**src/rtl/alu_ctrl_mdu.sv**
```systemverilog
// alu_ctrl_mdu: EX-stage ALU-op decode plus an iterative radix-2
// multiply/divide unit with HI/LO registers and a pipeline stall handshake.
//
// state  | meaning
// -------+-----------------------------------------------------------
// S_IDLE | waiting for mult/div; mthi/mtlo write HI/LO here
// S_CALC | one shift-add (mul) or restoring shift-subtract (div) step
// S_FIX  | sign correction, HI/LO write, done pulse on the next cycle
module alu_ctrl_mdu #(
   parameter int WIDTH = 32,
   parameter int CNT_W = 6
) (
   input  logic             clk,
   input  logic             reset,
   input  logic [1:0]       alu_ctr,
   input  logic [5:0]       func,
   input  logic             md_en,
   input  logic [WIDTH-1:0] a,
   input  logic [WIDTH-1:0] b,
   output logic [3:0]       alu_op,
   output logic [WIDTH-1:0] md_out,
   output logic             md_sel,
   output logic             stall,
   output logic             busy,
   output logic             done,
   output logic [WIDTH-1:0] hi,
   output logic [WIDTH-1:0] lo
);

   localparam logic [3:0] OP_ADD  = 4'b0000;
   localparam logic [3:0] OP_SUB  = 4'b0001;
   localparam logic [3:0] OP_AND  = 4'b0010;
   localparam logic [3:0] OP_OR   = 4'b0011;
   localparam logic [3:0] OP_XOR  = 4'b0100;
   localparam logic [3:0] OP_NOR  = 4'b0101;
   localparam logic [3:0] OP_SLT  = 4'b0110;
   localparam logic [3:0] OP_SLTU = 4'b0111;
   localparam logic [3:0] OP_SLL  = 4'b1000;
   localparam logic [3:0] OP_SRL  = 4'b1001;
   localparam logic [3:0] OP_SRA  = 4'b1010;
   localparam logic [3:0] OP_NOP  = 4'b1111;

   localparam logic [5:0] F_MFHI  = 6'b010000;
   localparam logic [5:0] F_MTHI  = 6'b010001;
   localparam logic [5:0] F_MFLO  = 6'b010010;
   localparam logic [5:0] F_MTLO  = 6'b010011;
   localparam logic [5:0] F_MULT  = 6'b011000;
   localparam logic [5:0] F_MULTU = 6'b011001;
   localparam logic [5:0] F_DIV   = 6'b011010;
   localparam logic [5:0] F_DIVU  = 6'b011011;

   localparam logic [CNT_W-1:0] CNT_LAST = CNT_W'(WIDTH - 1);

   typedef enum logic [1:0] {S_IDLE, S_CALC, S_FIX} state_t;

   state_t             state;
   logic [CNT_W-1:0]   cnt;
   logic               op_div;
   logic               neg_q;
   logic               neg_r;
   logic               div_zero;
   logic [WIDTH-1:0]   acc_hi;
   logic [WIDTH-1:0]   acc_lo;
   logic [WIDTH-1:0]   mcand;

   logic               is_r;
   logic               is_muldiv;
   logic               is_mdu;
   logic               start;
   logic               mfhi_sel;
   logic               mflo_sel;
   logic               mthi_wr;
   logic               mtlo_wr;
   logic               op_signed;
   logic               sgn_a;
   logic               sgn_b;
   logic [WIDTH-1:0]   mag_a;
   logic [WIDTH-1:0]   mag_b;

   logic [WIDTH:0]     mul_sum;
   logic [WIDTH-1:0]   mul_hi_nxt;
   logic [WIDTH-1:0]   mul_lo_nxt;
   logic [WIDTH:0]     div_shift;
   logic [WIDTH:0]     div_diff;
   logic               div_ok;
   logic [WIDTH-1:0]   div_hi_nxt;
   logic [WIDTH-1:0]   div_lo_nxt;

   logic [2*WIDTH-1:0] prod;
   logic [2*WIDTH-1:0] prod_fix;
   logic [WIDTH-1:0]   quo_fix;
   logic [WIDTH-1:0]   rem_fix;

   // Main-control / func decode into the ALU operation select
   always_comb begin
      alu_op = OP_NOP;
      case (alu_ctr)
         2'b00: alu_op = OP_ADD;
         2'b01: alu_op = OP_SUB;
         2'b11: alu_op = OP_OR;
         default: begin
            case (func)
               6'b100000, 6'b100001: alu_op = OP_ADD;
               6'b100010, 6'b100011: alu_op = OP_SUB;
               6'b100100:            alu_op = OP_AND;
               6'b100101:            alu_op = OP_OR;
               6'b100110:            alu_op = OP_XOR;
               6'b100111:            alu_op = OP_NOR;
               6'b101010:            alu_op = OP_SLT;
               6'b101011:            alu_op = OP_SLTU;
               6'b000000, 6'b000100: alu_op = OP_SLL;
               6'b000010, 6'b000110: alu_op = OP_SRL;
               6'b000011, 6'b000111: alu_op = OP_SRA;
               default:              alu_op = OP_NOP;
            endcase
         end
      endcase
   end

   // MDU instruction classification, start and stall handshake
   always_comb begin
      is_r      = (alu_ctr == 2'b10);
      is_muldiv = is_r & ((func == F_MULT) | (func == F_MULTU) |
                          (func == F_DIV)  | (func == F_DIVU));
      is_mdu    = is_muldiv | (is_r & ((func == F_MFHI) | (func == F_MTHI) |
                                       (func == F_MFLO) | (func == F_MTLO)));
      start     = md_en & is_muldiv & ~busy;
      stall     = md_en & is_mdu & busy;
      mfhi_sel  = md_en & is_r & (func == F_MFHI);
      mflo_sel  = md_en & is_r & (func == F_MFLO);
      mthi_wr   = md_en & is_r & (func == F_MTHI) & ~busy;
      mtlo_wr   = md_en & is_r & (func == F_MTLO) & ~busy;
      md_sel    = mfhi_sel | mflo_sel;
      md_out    = '0;
      if (mfhi_sel)
         md_out = hi;
      else if (mflo_sel)
         md_out = lo;
   end

   // Operand magnitudes for signed ops (func[0]=0 selects the signed variant)
   always_comb begin
      op_signed = ~func[0];
      sgn_a     = op_signed & a[WIDTH-1];
      sgn_b     = op_signed & b[WIDTH-1];
      mag_a     = sgn_a ? -a : a;
      mag_b     = sgn_b ? -b : b;
   end

   // One iteration step: acc_lo holds the multiplier (mul) or the dividend
   // being shifted into the remainder (div); mcand is multiplicand/divisor
   always_comb begin
      mul_sum    = {1'b0, acc_hi} + (acc_lo[0] ? {1'b0, mcand} : '0);
      mul_hi_nxt = mul_sum[WIDTH:1];
      mul_lo_nxt = {mul_sum[0], acc_lo[WIDTH-1:1]};
      div_shift  = {acc_hi, acc_lo[WIDTH-1]};
      div_diff   = div_shift - {1'b0, mcand};
      div_ok     = ~div_diff[WIDTH];
      div_hi_nxt = div_ok ? div_diff[WIDTH-1:0] : div_shift[WIDTH-1:0];
      div_lo_nxt = {acc_lo[WIDTH-2:0], div_ok};
   end

   // Sign correction; divide by zero forces an all-ones quotient while the
   // remainder path naturally ends up holding the original dividend
   always_comb begin
      prod     = {acc_hi, acc_lo};
      prod_fix = neg_q ? -prod : prod;
      quo_fix  = div_zero ? '1 : (neg_q ? -acc_lo : acc_lo);
      rem_fix  = neg_r ? -acc_hi : acc_hi;
   end

   // MDU sequencer, HI/LO registers and busy/done flags
   always_ff @(posedge clk) begin
      if (reset) begin
         state    <= S_IDLE;
         cnt      <= '0;
         op_div   <= 1'b0;
         neg_q    <= 1'b0;
         neg_r    <= 1'b0;
         div_zero <= 1'b0;
         acc_hi   <= '0;
         acc_lo   <= '0;
         mcand    <= '0;
         busy     <= 1'b0;
         done     <= 1'b0;
         hi       <= '0;
         lo       <= '0;
      end else begin
         done <= 1'b0;
         case (state)
            S_IDLE: begin
               if (start) begin
                  state    <= S_CALC;
                  busy     <= 1'b1;
                  cnt      <= '0;
                  op_div   <= func[1];
                  neg_q    <= sgn_a ^ sgn_b;
                  neg_r    <= sgn_a;
                  div_zero <= (b == '0);
                  acc_hi   <= '0;
                  acc_lo   <= func[1] ? mag_a : mag_b;
                  mcand    <= func[1] ? mag_b : mag_a;
               end else begin
                  if (mthi_wr)
                     hi <= a;
                  if (mtlo_wr)
                     lo <= a;
               end
            end
            S_CALC: begin
               acc_hi <= op_div ? div_hi_nxt : mul_hi_nxt;
               acc_lo <= op_div ? div_lo_nxt : mul_lo_nxt;
               cnt    <= cnt + CNT_W'(1);
               if (cnt == CNT_LAST)
                  state <= S_FIX;
            end
            S_FIX: begin
               if (op_div) begin
                  hi <= rem_fix;
                  lo <= quo_fix;
               end else begin
                  hi <= prod_fix[2*WIDTH-1:WIDTH];
                  lo <= prod_fix[WIDTH-1:0];
               end
               done  <= 1'b1;
               busy  <= 1'b0;
               state <= S_IDLE;
            end
            default: begin
               state <= S_IDLE;
               busy  <= 1'b0;
            end
         endcase
      end
   end

endmodule

```
**config.mk**
```make
export PLATFORM = sky130hd
export DESIGN_NAME = alu_ctrl_mdu
export DESIGN_NICKNAME = d
export VERILOG_FILES = /design/src/rtl/alu_ctrl_mdu.sv
export SDC_FILE = /design/constraint.sdc
export NUM_CORES = 1
export LEC_CHECK = 0
export ABC_AREA = 0
export ABC_CLOCK_PERIOD_IN_PS = 7400
export BUFFER_PORTS_ARGS = -buffer_cell sky130_fd_sc_hd__buf_2
export CAP_MARGIN = 25
export CORE_AREA = 5 5 211 172
export CTS_CLUSTER_DIAMETER = 30
export DETAILED_ROUTE_END_ITERATION = 6
export DIE_AREA = 0 0 216 177
export HOLD_SLACK_MARGIN = 0.08
export PLACE_DENSITY = 0.76
export SYNTH_ARGS = -nofsm -noshare
export SYNTH_HDL_FRONTEND = slang
export SYNTH_SLANG_ARGS = --single-unit
```
**constraint.sdc**
```tcl
create_clock -name clk -period 7.4 [get_ports clk]
set_clock_uncertainty 0.1 [all_clocks]
set_input_delay 2.22 -clock clk [delete_from_list [all_inputs] [get_ports clk]]
set_output_delay 2.22 -clock clk [all_outputs]
set_load 0.005 [all_outputs]
```
==> results.yml <==
critical_path:
  cp_max_fo: 32
  path_cells: "buf_2 -> nand2b_1 -> or4_1 -> nor2_1 -> and2_1 -> buf_4 -> a22o_1 -> buf_2"
  setup.worst_path.end_class: "primary output"
  slowest_delay_ps: 610
  r2r_slack_ps: 3010
  startpoint_type: "input port"
  criticalPathCategory: "input port to primary output"
  crit_family: "simple AND/OR/NAND/NOR gates"
  r2r-end: "acc_hi[26]"
  arrival_ps: 4310
  critPathSlowestCell: "or4_1"
  cpMostUsedCell: "buf_2"
  path_buf_inv: 3
  required_ps: 5080
  reg2reg_depth: 14
  r2r-start: "acc_lo[0]"
synthesis:
  synth-simple-area-share: 0.200
  synth_area_um2: 15100
  synth_compound_area_frac: 0.315
  synth_nets: 2196
  syn-instance-count: 2045
  ys_top_cells_by_area: "dfxtp_1 23%, xnor2_1 6.5%, a21oi_1 6.2%, ha_1 6.1%, nor2_1 5.4%"
  synth-seq-area-share: 0.231
  synth_top_area_cell: "dfxtp_1"
  synth-seq-cells: 174
  synth_mux_area_frac: 0.0370
  yosys_warnings: 0
  synth_top_family_by_area: "compound AO/OA/AOI/OAI gates"
  avgSynthCellArea_um2: 7.36
  synth_cell_types: 76
  yosysTopAreaCellShare: 0.231
  synth_flop_cell: "dfxtp_1"
  synth-xor-area-share: 0.0971
  synthArstFlopShare: 0
  synth_edf_count: 0
  synthAdderAreaFrac: 0.0642
routing:
  drt_wl_total_um: 60100
  ant_nets: 0
  first_pass_iters: 7
  detail_route.wl_per_cell_um: 23.4
  via_per_inst: 6.60
  drc: 0
  initialDrtViolationCount: 2573
  vias: 17000
clock_tree:
  cts-buffers-inserted: 17
  cts_hold_buf: 0
  cts-root-buf: "clkbuf_16"
  ctsHtreeMaxLevel: 4
  cts_resized: 0
  cts_tree: "built"
  cts.sinks: 174
  clk_pin_slew_worst_paths_ps: 70
  clk_path_buf_depth: 2
  clk_latency_ps: 450
  post_cts_buffers: 0
cells_and_area:
  final_cell_mix: "214 x nor2_1, 187 x nand2_1, 187 x a21oi_1, 177 x buf_2, 173 x dfxtp_1"
  layout_commonest_cell: "nor2_1"
  drive_gt1_frac: 0.126
  antenna_cells: 0
  area_delta_synth_final_pct: 11.2
  fin_cells: 2572
  fillers: 3291
  nets: 2269
min_path:
  worstHoldStart: "mcand[21]"
  worstHoldPathType: "flop to flop"
  whs_path_depth: 2
  min_to: "mcand[21]"
grt:
  overflow: 0
  grt_pass1_vias: 15100
  grt_max_degree: 86
  grt_usage: 0.298
  grt_pass1_wl_um: 90300
  grt_antenna_before_repair: 0
die:
  io_pins: 179
  die-area_um2: 38200
  num_rows: 61
  initial_core_util: 0.441
  die_w_um: 216
  fp.dieH_um: 177
  coreArea_um2: 34100
placed_design:
  portBuffers: 178
  dp_hpwl_um: 46300
  post-place-ws_ps: 821
  place_inst: 2539
  place_congestion: 0.964
timing:
  relSlewSlack: 0.278
  finalSetupViolations: 0
  timing.fmax_ghz: 0.151
  rsz0062_at_grt: "false"
  worstMarginPinSlew_ps: 1080
  hold_viol: 0
  min_period_ps: 6630
  worst_slack_ps: 769
  setup_tns_ps: 0
  fin_crit_sh: 0.896
  drv_slew: 0
pwr:
  vdd_drop_max_uv: 146
  power.density_nw_per_um2: 131
  leakage_nw: 6.77
run:
  cap_violations: 0
status:
  status: "completed"
==> worst reg2reg max path: stages, from the launching register on <==
cell	delay, ps
dfxtp_1	650
inv_1	180
buf_4	290
nor2_1	150
ha_1	240
o21ai_0	110
nor2_1	200
o21ai_0	150
buf_4	180
o21ai_0	720
a31oi_1	340
o211ai_1	280
xnor2_1	190
a311o_1	390
a31oi_1	160
==> per-stage QoR <==
step	area, um^2	hold WS [ps]	utilization	total power [mW]
finish	16700	351	0.491	2.19
global route	16700	374	0.491	2.24
CTS	16700	346	0.490	2.17
detailed placement	16100	338	0.473	1.25
global placement	16100	330	0.473	1.24
floorplan	15100	316	-	1.13
==> sequential cells by signal, indices dropped and copies added, names as in the netlist <==
register and count:
acc_hi 32, op_div 1, mcand 32, done 1, busy 1, hi 32
neg_r 1, neg_q 1, div_zero 1, acc_lo 32, state 2, lo 32
cnt 6
==> metal layers <==
metal | global-route usage | vias to the layer above | wire [um]
met5 | 0 | - | 0
met4 | 0.0943 | 0 | 1890
met3 | 0.0872 | 137 | 8350
met2 | 0.424 | 1174 | 24200
met1 | 0.432 | 8001 | 25600
li1 | - | 7669 | -
==> area by class of cell <==
class / instances / area [um^2] / area share
tap: 441 / 552 / 0.0330
inverter: 68 / 255 / 0.0152
clock inverter: 14 / 155 / 0.00927
multi-input combinational: 1654 / 10800 / 0.644
timing repair buffer: 203 / 1080 / 0.0646
sequential: 174 / 3480 / 0.208
clock buffer: 18 / 439 / 0.0262
==> synth_stat cells, drive strengths merged, types with 14 or more instances <==
cell type  instances
and2              14
nor3              40
nand2            187
o211ai            17
xor2              56
o21ai            131
nand2b            20
a211oi            76
a22o              33
a21oi            187
mux2i             50
or3               27
a31oi             25
inv               68
xnor2            111
a21o              27
clkbuf           136
nand3             25
nor2             216
o31ai             28
dfxtp            174
a22oi             18
and3              18
nor2b             22
ha                74
o221ai            45
nor4              19
o22ai             22
==> cells by family (layout without fill, tap and decap cells) <==
| kind of cell | after synthesis | count (layout) |
|---|---|---|
| AOI/OAI and AO/OA | 712 | 712 |
| buffers and inverters | 217 | 303 |
| DFF | 174 | 174 |
| and+or+nand+nor | 644 | 644 |
| adders and majority gates | 76 | 76 |
| muxes | 55 | 55 |
| xor gates and xnor gates | 167 | 167 |
==> worst max-delay path by stage <==
stage          slack (ps)  depth (start not counted)    endpoint  startpoint
3_5_place_dp          820                          8  md_out[21]  alu_ctr[0]
2_1_floorplan         780                          8  md_out[10]     func[1]
3_3_place_gp          900                          8  md_out[21]  alu_ctr[0]
5_1_grt               710                          8  md_out[21]  alu_ctr[0]
6_report              770                          8  md_out[21]  alu_ctr[0]
4_1_cts               820                          8  md_out[21]  alu_ctr[0]
==> power by group <==
part	total, mW	switching, mW	internal [mW]	leakage (nW)
Sequential	0.945	0.00600	0.939	1.40
Clock	0.951	0.438	0.513	0.282
Combinational	0.297	0.204	0.0932	5.09
Total	2.19	0.647	1.54	6.77
No activity file was read; power rests on OpenSTA's default activity.
